[src/rtl/mem_cycle_controller.sv]
// -----------------------------------------------------------------------------
// mem_cycle_controller
//
// Sits behind the CPU bus interface and turns each CPU bus cycle into memory
// chip selects and strobes. The 24-bit address {bank_addr, address} is decoded
// into ROM, RAM or I/O. The CPU is held off by pulling rdy low for a
// per-region number of fast clocks. All logic runs on the fast FPGA clock.
// The CPU cycle is followed by sampling the phi2 level.
//
// Ports
//   clk            in   fast FPGA clock
//   internal_reset in   asynchronous, active-high reset
//   phi2           in   CPU phase-2 level, synchronous to clk
//   bank_addr[7:0] in   A23..A16
//   address[15:0]  in   A15..A0
//   re_n           in   read enable, active low
//   we_n           in   write enable, active low
//   vp_n           in   vector pull, active low
//   rdy            out  CPU ready (1 = proceed)
//   rom_ce_n       out  ROM chip select, active low
//   ram_ce_n       out  RAM chip select, active low
//   io_ce_n        out  I/O chip select, active low
//   mem_oe_n       out  memory output enable, active low
//   mem_we_n       out  memory write strobe, active low
//   region[1:0]    out  latched region: 0 none, 1 ROM, 2 RAM, 3 I/O
//   cycle_done     out  one-clk pulse at the end of each decoded cycle
//   bus_err        out  sticky flag, set when re_n and we_n are both low at
//                       cycle start
// -----------------------------------------------------------------------------
module mem_cycle_controller #(
  parameter logic [3:0] ROM_WAIT     = 4'd2,
  parameter logic [3:0] RAM_WAIT     = 4'd0,
  parameter logic [3:0] IO_WAIT      = 4'd3,
  parameter logic [7:0] RAM_TOP_BANK = 8'h07
) (
  input  logic        clk,
  input  logic        internal_reset,
  input  logic        phi2,
  input  logic [7:0]  bank_addr,
  input  logic [15:0] address,
  input  logic        re_n,
  input  logic        we_n,
  input  logic        vp_n,
  output logic        rdy,
  output logic        rom_ce_n,
  output logic        ram_ce_n,
  output logic        io_ce_n,
  output logic        mem_oe_n,
  output logic        mem_we_n,
  output logic [1:0]  region,
  output logic        cycle_done,
  output logic        bus_err
);

  localparam logic [1:0] REGION_NONE = 2'd0;
  localparam logic [1:0] REGION_ROM  = 2'd1;
  localparam logic [1:0] REGION_RAM  = 2'd2;
  localparam logic [1:0] REGION_IO   = 2'd3;

  typedef enum logic [1:0] {
    IDLE   = 2'd0,
    ACCESS = 2'd1,
    HOLD   = 2'd2
  } state_t;

  state_t      state_reg;
  logic [3:0]  count_reg;
  logic        phi2_q;

  // Combinational decode of the current bus inputs. These values are only
  // used at the clk edge where a cycle start is seen.
  logic [23:0] full_addr;
  logic [1:0]  dec_region;
  logic [3:0]  dec_wait;
  logic        cycle_start;
  logic        is_read;
  logic        is_write;

  assign full_addr   = {bank_addr, address};
  assign cycle_start = phi2 & ~phi2_q;

  // A read wins when both strobes are low. That case also raises bus_err.
  assign is_read  = ~re_n;
  assign is_write = re_n & ~we_n;

  // Priority decode: vector pull first. Next comes the I/O page, then the
  // top 8K of bank 0. The RAM banks follow, and anything left is unmapped.
  always_comb begin
    dec_region = REGION_NONE;
    if (!vp_n) begin
      dec_region = REGION_ROM;
    end else if (full_addr[23:16] == 8'h00 && full_addr[15:8] == 8'hDF) begin
      dec_region = REGION_IO;
    end else if (full_addr[23:16] == 8'h00 && full_addr[15:0] >= 16'hE000) begin
      dec_region = REGION_ROM;
    end else if (full_addr[23:16] <= RAM_TOP_BANK) begin
      dec_region = REGION_RAM;
    end
  end

  always_comb begin
    dec_wait = 4'd0;
    case (dec_region)
      REGION_ROM: dec_wait = ROM_WAIT;
      REGION_RAM: dec_wait = RAM_WAIT;
      REGION_IO:  dec_wait = IO_WAIT;
      default:    dec_wait = 4'd0;
    endcase
  end

  always_ff @(posedge clk or posedge internal_reset) begin
    if (internal_reset) begin
      state_reg  <= IDLE;
      count_reg  <= 4'd0;
      phi2_q     <= 1'b0;
      rdy        <= 1'b1;
      rom_ce_n   <= 1'b1;
      ram_ce_n   <= 1'b1;
      io_ce_n    <= 1'b1;
      mem_oe_n   <= 1'b1;
      mem_we_n   <= 1'b1;
      region     <= REGION_NONE;
      cycle_done <= 1'b0;
      bus_err    <= 1'b0;
    end else begin
      phi2_q     <= phi2;
      cycle_done <= 1'b0;

      case (state_reg)
        IDLE: begin
          // A start with neither strobe active is an idle CPU cycle. The
          // controller stays put and leaves every output as it is.
          if (cycle_start && (is_read || is_write)) begin
            region   <= dec_region;
            rom_ce_n <= ~(dec_region == REGION_ROM);
            ram_ce_n <= ~(dec_region == REGION_RAM);
            io_ce_n  <= ~(dec_region == REGION_IO);
            mem_oe_n <= ~is_read;
            mem_we_n <= ~is_write;
            if (!re_n && !we_n) begin
              bus_err <= 1'b1;
            end
            count_reg <= dec_wait;
            rdy       <= (dec_wait == 4'd0);
            state_reg <= (dec_wait == 4'd0) ? HOLD : ACCESS;
          end
        end

        ACCESS: begin
          // rdy rises on the edge that sees count 1. With a load of W this
          // keeps rdy low for exactly W clocks. An early phi2 fall is
          // ignored here, and HOLD picks it up on its first clock.
          if (count_reg == 4'd1) begin
            count_reg <= 4'd0;
            rdy       <= 1'b1;
            state_reg <= HOLD;
          end else begin
            count_reg <= count_reg - 4'd1;
          end
        end

        HOLD: begin
          // Strobes are kept until the registered phi2 shows the CPU has
          // left phase 2. region keeps its value for inspection afterwards.
          if (!phi2_q) begin
            rom_ce_n   <= 1'b1;
            ram_ce_n   <= 1'b1;
            io_ce_n    <= 1'b1;
            mem_oe_n   <= 1'b1;
            mem_we_n   <= 1'b1;
            cycle_done <= 1'b1;
            state_reg  <= IDLE;
          end
        end

        default: begin
          state_reg <= IDLE;
        end
      endcase
    end
  end

endmodule

[config.mk]
export PLATFORM = sky130hd
export DESIGN_NAME = mem_cycle_controller
export DESIGN_NICKNAME = d
export VERILOG_FILES = /design/src/rtl/mem_cycle_controller.sv
export SDC_FILE = /design/constraint.sdc
export NUM_CORES = 1
export LEC_CHECK = 0
export ABC_AREA = 1
export CORE_MARGIN = 8
export CORE_UTILIZATION = 36
export DETAILED_ROUTE_END_ITERATION = 10
export GPL_ROUTABILITY_DRIVEN = 0
export PLACE_DENSITY = 0.78
export SETUP_SLACK_MARGIN = 0.3
export SYNTH_ARGS = -nofsm -noshare
export SYNTH_HDL_FRONTEND = slang
export SYNTH_SLANG_ARGS = --single-unit
[constraint.sdc]
create_clock -name clk -period 1.33 [get_ports clk]
set_clock_uncertainty 0.1 [all_clocks]
set_input_delay 0.1995 -clock clk [delete_from_list [all_inputs] [get_ports clk]]
set_output_delay 0.1995 -clock clk [all_outputs]
set_load 0.005 [all_outputs]
# After elaboration in Yosys (flattened, before gate mapping)
# Cells that the tools add are included.
op_classes:
  n_addsub: 1
  magnitude_cmp: 2
  eq_ne: 10
  mux: 29
  bitwise: 9
  reduce_logical: 18
op_table:
  columns: ["cell", "count"]
  rows:
  - ["$ge A16 B16 Y1 const B", 1]
  - ["$mux W2", 8]
  - ["$pmux W1 S2", 6]
  - ["$reduce_and A3 Y1", 4]
  - ["$mux W1", 10]
  - ["$eq A8 B8 Y1 const B", 1]
  - ["$le A8 B3 Y1 const B", 1]
  - ["$logic_not A8 Y1", 1]
  - ["$mux W4", 2]
  - ["$pmux W4 S2", 1]
  - ["$not A1 Y1", 7]
  - ["$eq A2 B2 Y1 const B", 3]
  - ["$ne A2 B2 Y1 const B", 3]
  - ["$pmux W2 S3", 1]
  - ["$eq A2 B1 Y1 const B", 2]
  - ["$eq A4 B1 Y1 const B", 1]
  - ["$logic_and A1 B1 Y1", 4]
  - ["$logic_not A4 Y1", 1]
  - ["$pmux W2 S2", 1]
  - ["$reduce_and A2 Y1", 2]
  - ["$reduce_bool A2 Y1", 2]
  - ["$sub A4 B1 Y4 const B", 1]
  - ["$and A1 B1 Y1", 2]
  - ["$logic_not A1 Y1", 2]
  - ["other kinds (2)", 2]
word_totals:
  register_bits: 17
  input_bits: 30
  output_inout_bits: 10

# Logic depth before layout (Yosys ltp)
# Gate-level depths: netlist (run 1).
depth:
  word_depth: 11
  mapped_depth: 9

# Worst setup path after synthesis (run 1)
# OpenSTA, ideal clock, no wires.
synth_path:
  path_kind: "register to register"
  startpoint: "reg state_reg[0]"
  endpoint: "reg count_reg[3]"
  setup_ns: 0.121
  arrival_time_ns: 1.101
  t_required_ns: 1.109
  setup_slack_ns: 0.008
  stages_incl_launch_ff: 8
  synth_period_minus_slack_ns: 1.322
  path_cell_list: "dfrtp_1 -> or2_4 -> nor2_8 -> inv_6 -> nand2_4 -> nand3_1 -> nand2_1 -> nor2_2"
synth_between:
  elab_chain_cells: 3
synth_rtl:
  columns: ["element", "line_no", "rtl"]
  rows:
  - ["start, declared", "66", "state_t state_reg;"]
  - ["start signal, assigned", "145", "state_reg <= (dec_wait == 4'd0) ? HOLD : ACCESS;"]
  - ["$eq A2 B1 Y1 or $logic_not A2 Y1 (tied branches)", "129", "case (state_reg)"]
  - ["$reduce_bool A2 Y1 (no line) or $ne A2 B2 Y1 (tied branches)", null, null]
  - ["$reduce_and A2 Y1 (no line)", null, null]
  - ["end signal, assigned", "143", "count_reg <= dec_wait;"]
  - ["end signal, assigned", "158", "count_reg <= count_reg - 4'd1;"]
  - ["end, declared", "67", "logic [3:0] count_reg;"]
# Several ways; a longest one is shown, not always the timed one.
# A chain may end at the register's enable or synchronous reset.

# Worst setup path after layout (run 1)
layout_path:
  startpoint: "reg state_reg[1]"
  endpoint: "reg state_reg[1]"
layout_between:
  elab_chain_cells: 3
layout_rtl:
  columns: ["element", "line_no"]
  rows:
  - ["$eq A2 B2 Y1, or another cell as far along", "129"]
  - ["$ne A2 B2 Y1 (no line)", null]
  - ["$reduce_and A3 Y1 (no line)", null]
# Several ways; a longest one is shown, not always the timed one.

==> run_results.csv, run 1 <==
group,metric,value,unit
timing,final_max_slew_viol_count,0,
timing,period_share,107,%
clock_network,clock-sinks,17,
die,core_area,2390,sq um
detailed_routing,wl_per_cell,13.9,um
timing,whs,0.104,ns
critical_path,crit_type,"reg -> reg",
synthesis,yosysWarnings,0,
global_route,antenna_found_initial,0,
detailed_routing,drt_first_pass_iters,4,
clock_network,cts-root-buf,"clkbuf_4",
detailed_routing,postRouteAntennaNets,0,
synthesis,synth-compound-area-share,11.7,%
timing,fin_crit,1.42,ns
synthesis,syn_avg_cell_area,8.46,sq um
critical_path,arrival,1.55,ns
finish,most-common-layout-cells,"buf_4 (22), clkdlybuf4s50_1 (21), nor2_1 (20)",
clock_network,clk_pin_slew_worst_paths,0.10,ns
finish,nNetsFinal,194,
timing,hold_viol,0,
power_and_ir_drop,ir_worst_vdd,1.37,mV
detailed_routing,drt_iter0_drc,20,
die,rows,18,
critical_path,r2r-start,"state_reg[1]",
clock_network,cts_buffers,3,
die,initial_core_util,36.8,%
die,fp.dieW,65.4,um
finish,drive_above_1_share,37.9,%
critical_path,rrSetupSlack,-0.09,ns
global_route,grt_max_degree,18,
synthesis,ys_types,23,
synthesis,syn_inst,104,
timing,setup_ws,-0.0912,ns
timing,fin_tns_setup,-0.438,ns
clock_network,htreeDepth,1,
critical_path,cp-startpoint,"state_reg[1]",
synthesis,synth_top_family_by_area,"simple AND/OR/NAND/NOR gates",
finish,area_growth,64.3,%
synthesis,ys_ff_latch,17,
detailed_routing,routed_wl,2.66,mm
critical_path,required,1.45,ns
critical_path,cp-end-kind,"register",
global_route,grt_pass1_vias,948,
power_and_ir_drop,p_per_area,1620,nW/um^2
global_route,grt_use_total,12.9,%
finish,final_common_cell,"buf_4",
status,violations,"negative setup slack",
synthesis,yosys-mux-area-fraction,0,%
synthesis,synth_area,880,sq um
die,die-area,4280,sq um
timing,setup_viol,11,
power_and_ir_drop,leakage,0.688,nW
synthesis,ys_seq_area_share,49.2,%
global_route,grt_overflow,0,
detailed_routing,viasPerCell,4.62,
clock_network,cts_buffer_depth,2,
flow_run,drv_cap,0,
timing,max_freq,704,MHz
synthesis,yosys.area_share.simple,28.3,%
timing,worst_slew_pin_slew,0.284,ns
synthesis,synth_fp_nets,136,
placed_design,numPortBuffers,31,
synthesis,yosys.area_share.adder,2.84,%
die,die_h,65.4,um
detailed_routing,vias,882,
worst_hold_path,hp-class,"in -> async",
critical_path,crit_fanout,7,
timing,rsz0062_at_grt,"yes",
placed_design,dpl.hpwl,1.99,mm
status,status,"finished with violations",
synthesis,synth_xor_area_share,0.996,%
clock_network,clk_latency,0.29,ns
finish,antennaDiodeCount,0,
finish,largest_reg_flops,4,
die,ios,40,
clock_network,cts_tree,"done",
critical_path,crit_path_start_kind,"register",
detailed_routing,route.detailed.drc,0,
timing,relSlewSlack,80.9,%
global_route,grt_pass1_wl,4.31,mm
## stage by stage
stage / util (%) / area, sq um / setup slack [ns] / instances / power (mW)
after floorplan: - / 885 / 0.0538 / 104 / 1.37
after global placement: 55.1 / 1320 / -0.245 / 176 / 1.80
after detailed placement: 55.1 / 1320 / -0.293 / 176 / 1.85
after CTS: 56.9 / 1360 / -0.0543 / 184 / 2.15
after global routing: 60.5 / 1450 / -0.145 / 191 / 2.50
final: 60.5 / 1450 / -0.0912 / 191 / 2.33
## cell usage after synthesis, drive strengths merged
master / count / share of area (%)
o21ai: 3 / 3.4
a21o: 1 / 0.85
nand4: 2 / 1.4
nor3: 1 / 0.57
o211ai: 1 / 0.85
nand2: 19 / 9.0
ha: 2 / 2.8
xnor2: 1 / 1.0
nand3: 7 / 4.0
o21a: 2 / 1.7
or2: 1 / 1.0
a21oi: 6 / 3.4
inv: 15 / 7.0
o22ai: 2 / 1.4
nor2: 24 / 12
dfrtp: 11 / 31
dfstp: 6 / 18
## area by class of cell
type / count / area, sq um
clock buffers: 4 / 26.3
fillers: 199 / 942
inverters: 15 / 63.8
multi-input cells: 72 / 428
flip-flops and latches: 17 / 433
well taps: 30 / 37.5
repair buffers: 53 / 457
## report_power, final
| part | total [mW] | leakage [nW] | switching (mW) | internal, mW |
|---|---|---|---|---|
| Combinational | 1.21 | 0.471 | 0.575 | 0.638 |
| Clock | 0.282 | 0.0150 | 0.165 | 0.117 |
| Sequential | 0.840 | 0.202 | 0.116 | 0.724 |
| Total | 2.33 | 0.688 | 0.856 | 1.48 |
## cells by family after synthesis
family	count (synthesis)
fa+ha+maj	2
xor+xnor	1
flops	17
compound gates	15
simple gates	54
buf+inv	15
## timing repair
action | 4_1_cts | 5_1_grt
gates resized for setup | 47 | 13
setup buffers | 4 | 7
pin swaps | 0 | 1
hold buffers | 0 | 0
endpoints found under the hold margin | 0 | 0
setup endpoints to repair | 25 | 26
## final timing paths
kind / endpoint / cells after the start
worst max-delay path: state_reg[1] / 6
worst max register to register: state_reg[1] / 6
worst min-delay path: count_reg[2] / 3
min in group clk: phi2_q / 1
max in group asynchronous: rom_ce_n / 3
worst min register to register: region[1] / 2
## metal layers
layer | global-route usage, % | share of wire [%] | up-vias
li1 | - | - | 445
met1 | 13.0 | 40 | 413
met2 | 24.0 | 54 | 18
met3 | 2.21 | 3.1 | 6
met4 | 7.63 | 2.6 | 0
met5 | 0 | 0 | -
## worst max-delay path, stage by stage (launching register included)
cell,delay [ns]
dfrtp_1,0.41
or2_4,0.28
nor2_8,0.16
inv_8,0.07
o21ai_2,0.11
a21oi_1,0.10
a21oi_1,0.13
Note: power is estimated with default switching activity, not from simulation.
==> run 2: changes to the inputs <==
--- a/config.mk
+++ b/config.mk
@@ -7,10 +7,10 @@
 export LEC_CHECK = 0
 export ABC_AREA = 1
 export CORE_MARGIN = 8
-export CORE_UTILIZATION = 36
+export CORE_UTILIZATION = 40
 export DETAILED_ROUTE_END_ITERATION = 10
 export GPL_ROUTABILITY_DRIVEN = 0
-export PLACE_DENSITY = 0.78
+export PLACE_DENSITY = 0.82
 export SETUP_SLACK_MARGIN = 0.3
 export SYNTH_ARGS = -nofsm -noshare
 export SYNTH_HDL_FRONTEND = slang
==> constraint.sdc (replaced) <==
create_clock -name clk -period 1.82 [get_ports clk]
set_clock_uncertainty 0.1 [all_clocks]
set_input_delay 0.273 -clock clk [delete_from_list [all_inputs] [get_ports clk]]
set_output_delay 0.273 -clock clk [all_outputs]
set_load 0.005 [all_outputs]
==> run_results.csv, run 2 (synthesized netlist as in run 1, its figures left out) <==
group,metric,value,unit
timing,fin_tns_setup,0,ns
detailed_routing,highest_layer,"met4",
timing,hold_viol,0,
global_route,grt_overflow,0,
critical_path,r2r-start,"phi2_q",
critical_path,crit_type,"reg -> out",
detailed_routing,wl_per_cell,12.3,um
detailed_routing,drt_first_pass_iters,4,
global_route,grt_pass1_wl,3.51,mm
critical_path,crit_chain,"dlygate4sd2_1",
status,status,"finished, final reports clean",
power_and_ir_drop,leakage,0.599,nW
timing,worst_slew_pin_slew,0.283,ns
clock_network,htreeDepth,1,
detailed_routing,routed_wl,2.08,mm
detailed_routing,drt_iter0_drc,22,
power_and_ir_drop,p_per_area,1120,nW/um^2
die,rows,17,
critical_path,critPathBufInv,1,
timing,rsz0062_at_grt,"no",
timing,max_freq,692,MHz
timing,final_max_slew_viol_count,0,
die,die-area,3960,sq um
worst_hold_path,hp-class,"in -> async",
die,fp.dieW,62.9,um
placed_design,dpl_cell_area,1230,sq um
global_route,grt_max_degree,18,
finish,largest_reg_flops,4,
placed_design,dpl.hpwl,1.69,mm
die,die_h,62.9,um
critical_path,crit_path_start_kind,"register",
clock_network,cts_tree,"done",
finish,postLayoutCellArea,1260,sq um
detailed_routing,wl_met1,802,um
critical_path,rrSetupSlack,0.41,ns
power_and_ir_drop,power_switching,0.504,mW
critical_path,required,1.45,ns
power_and_ir_drop,ir_worst_vdd,0.780,mV
power_and_ir_drop,p_seq_share,43.2,%
critical_path,crit_fanout,2,
die,initial_core_util,40.9,%
power_and_ir_drop,p_comb_share,42.9,%
timing,relSlewSlack,81.1,%
clock_network,cts_buffers,3,
critical_path,rr_endpoint,"count_reg[0]",
critical_path,path_delay_family,"flip-flops",
clock_network,cts_buffer_depth,2,
critical_path,ff2ff_path_depth,7,
clock_network,clk_latency,0.29,ns
critical_path,arrival,1.07,ns
critical_path,cp-end-kind,"output pin",
detailed_routing,postRouteAntennaNets,0,
timing,period_share,79.4,%
detailed_routing,route.detailed.drc,0,
critical_path,slowest_stage,"dfstp_2",
die,ios,40,
global_route,antenna_found_initial,0,
timing,fin_crit,1.45,ns
finish,most-common-layout-cells,"nor2_1 (22), clkdlybuf4s50_1 (21), nand2_1 (18)",
detailed_routing,viasPerCell,4.79,
finish,area_growth,43.7,%
finish,drive_above_1_share,14.2,%
die,core_area,2150,sq um
finish,final_common_cell,"nor2_1",
power_and_ir_drop,switching_share,35.7,%
detailed_routing,vias,809,
power_and_ir_drop,clkPwrFrac,13.9,%
placed_design,numPortBuffers,31,
detailed_routing,dr_wl_met3,119,um
finish,antennaDiodeCount,0,
global_route,grt_pass1_vias,808,
finish,nNetsFinal,174,
global_route,grt_use_total,10.9,%
flow_run,drv_cap,0,
clock_network,cts-root-buf,"clkbuf_4",
clock_network,clk_pin_slew_worst_paths,0.09,ns
detailed_routing,met2_length,1.12,mm
clock_network,clock-sinks,17,
power_and_ir_drop,p_int,0.907,mW
critical_path,slowest_delay,0.54,ns
timing,setup_viol,0,
run 2: cell count changes in the layout (fill, tap and decap cells not counted), sizes merged:
cell / previous run / this run
buf: 32 / 2
dlygate4sd2: 0 / 9
dlymetal6s2s: 0 / 1
run 2: final cells by class:
type / instances / area [sq um]
Clock buffer: 4 / 26.3
Fill cell: 190 / 885
Inverter: 15 / 61.3
Multi-Input combinational cell: 72 / 390
Sequential cell: 17 / 434
Tap cell: 28 / 35.0
Timing Repair Buffer: 33 / 317
run 2: power by group through the flow:
stage	Sequential (mW)	Clock [mW]	Combinational, mW
after floorplan	0.613	0	0.388
after global placement	0.611	0	0.623
after detailed placement	0.620	0	0.645
after CTS	0.610	0.206	0.610
after global routing	0.627	0.222	0.676
final	0.609	0.196	0.605
run 2: repair_timing:
action | CTS | global route
endpoints found under the setup margin | 9 | 4
buffers inserted | 0 | 1
resized for setup | 9 | 3
cloned | 0 | 0
pin swaps | 0 | 1
hold buffers | 0 | 0
run 2: worst max path at each step:
stage | from | end | slack, ns | cells past startpoint
2_1_floorplan | state_reg[0] | count_reg[3] | 0.50 | 7
3_3_place_gp | re_n | count_reg[3] | 0.11 | 9
3_5_place_dp | re_n | count_reg[3] | 0.1 | 9
4_1_cts | cycle_done | cycle_done | 0.32 | 1
5_1_grt | bank_addr[5] | count_reg[1] | 0.32 | 8
6_report | rdy | rdy | 0.37 | 1
run 2: stage by stage:
| stage | cells | total power, mW | worst slack, ns | hold slack, ns | utilization, % |
|---|---|---|---|---|---|
| finish | 169 | 1.41 | 0.375 | 0.180 | 58.8 |
| global route | 169 | 1.53 | 0.322 | 0.182 | 58.8 |
| CTS | 168 | 1.43 | 0.325 | 0.179 | 58.1 |
| detailed placement | 164 | 1.27 | 0.0984 | 0.346 | 57.4 |
| global placement | 164 | 1.23 | 0.114 | 0.339 | 57.4 |
| floorplan | 104 | 1.00 | 0.498 | 0.0947 | - |
run 2: worst min-delay path, stage by stage:
cell and delay [ns]:
clkdlybuf4s50_1 0.39, inv_1 0.05, buf_4 0.23
run 2: per-layer routing:
layer  vias up  GRT usage, %
met2        23          19.0
met3         4          3.76
met4         0          5.98
met1       374          11.0
li1        408             -
met5         -             0
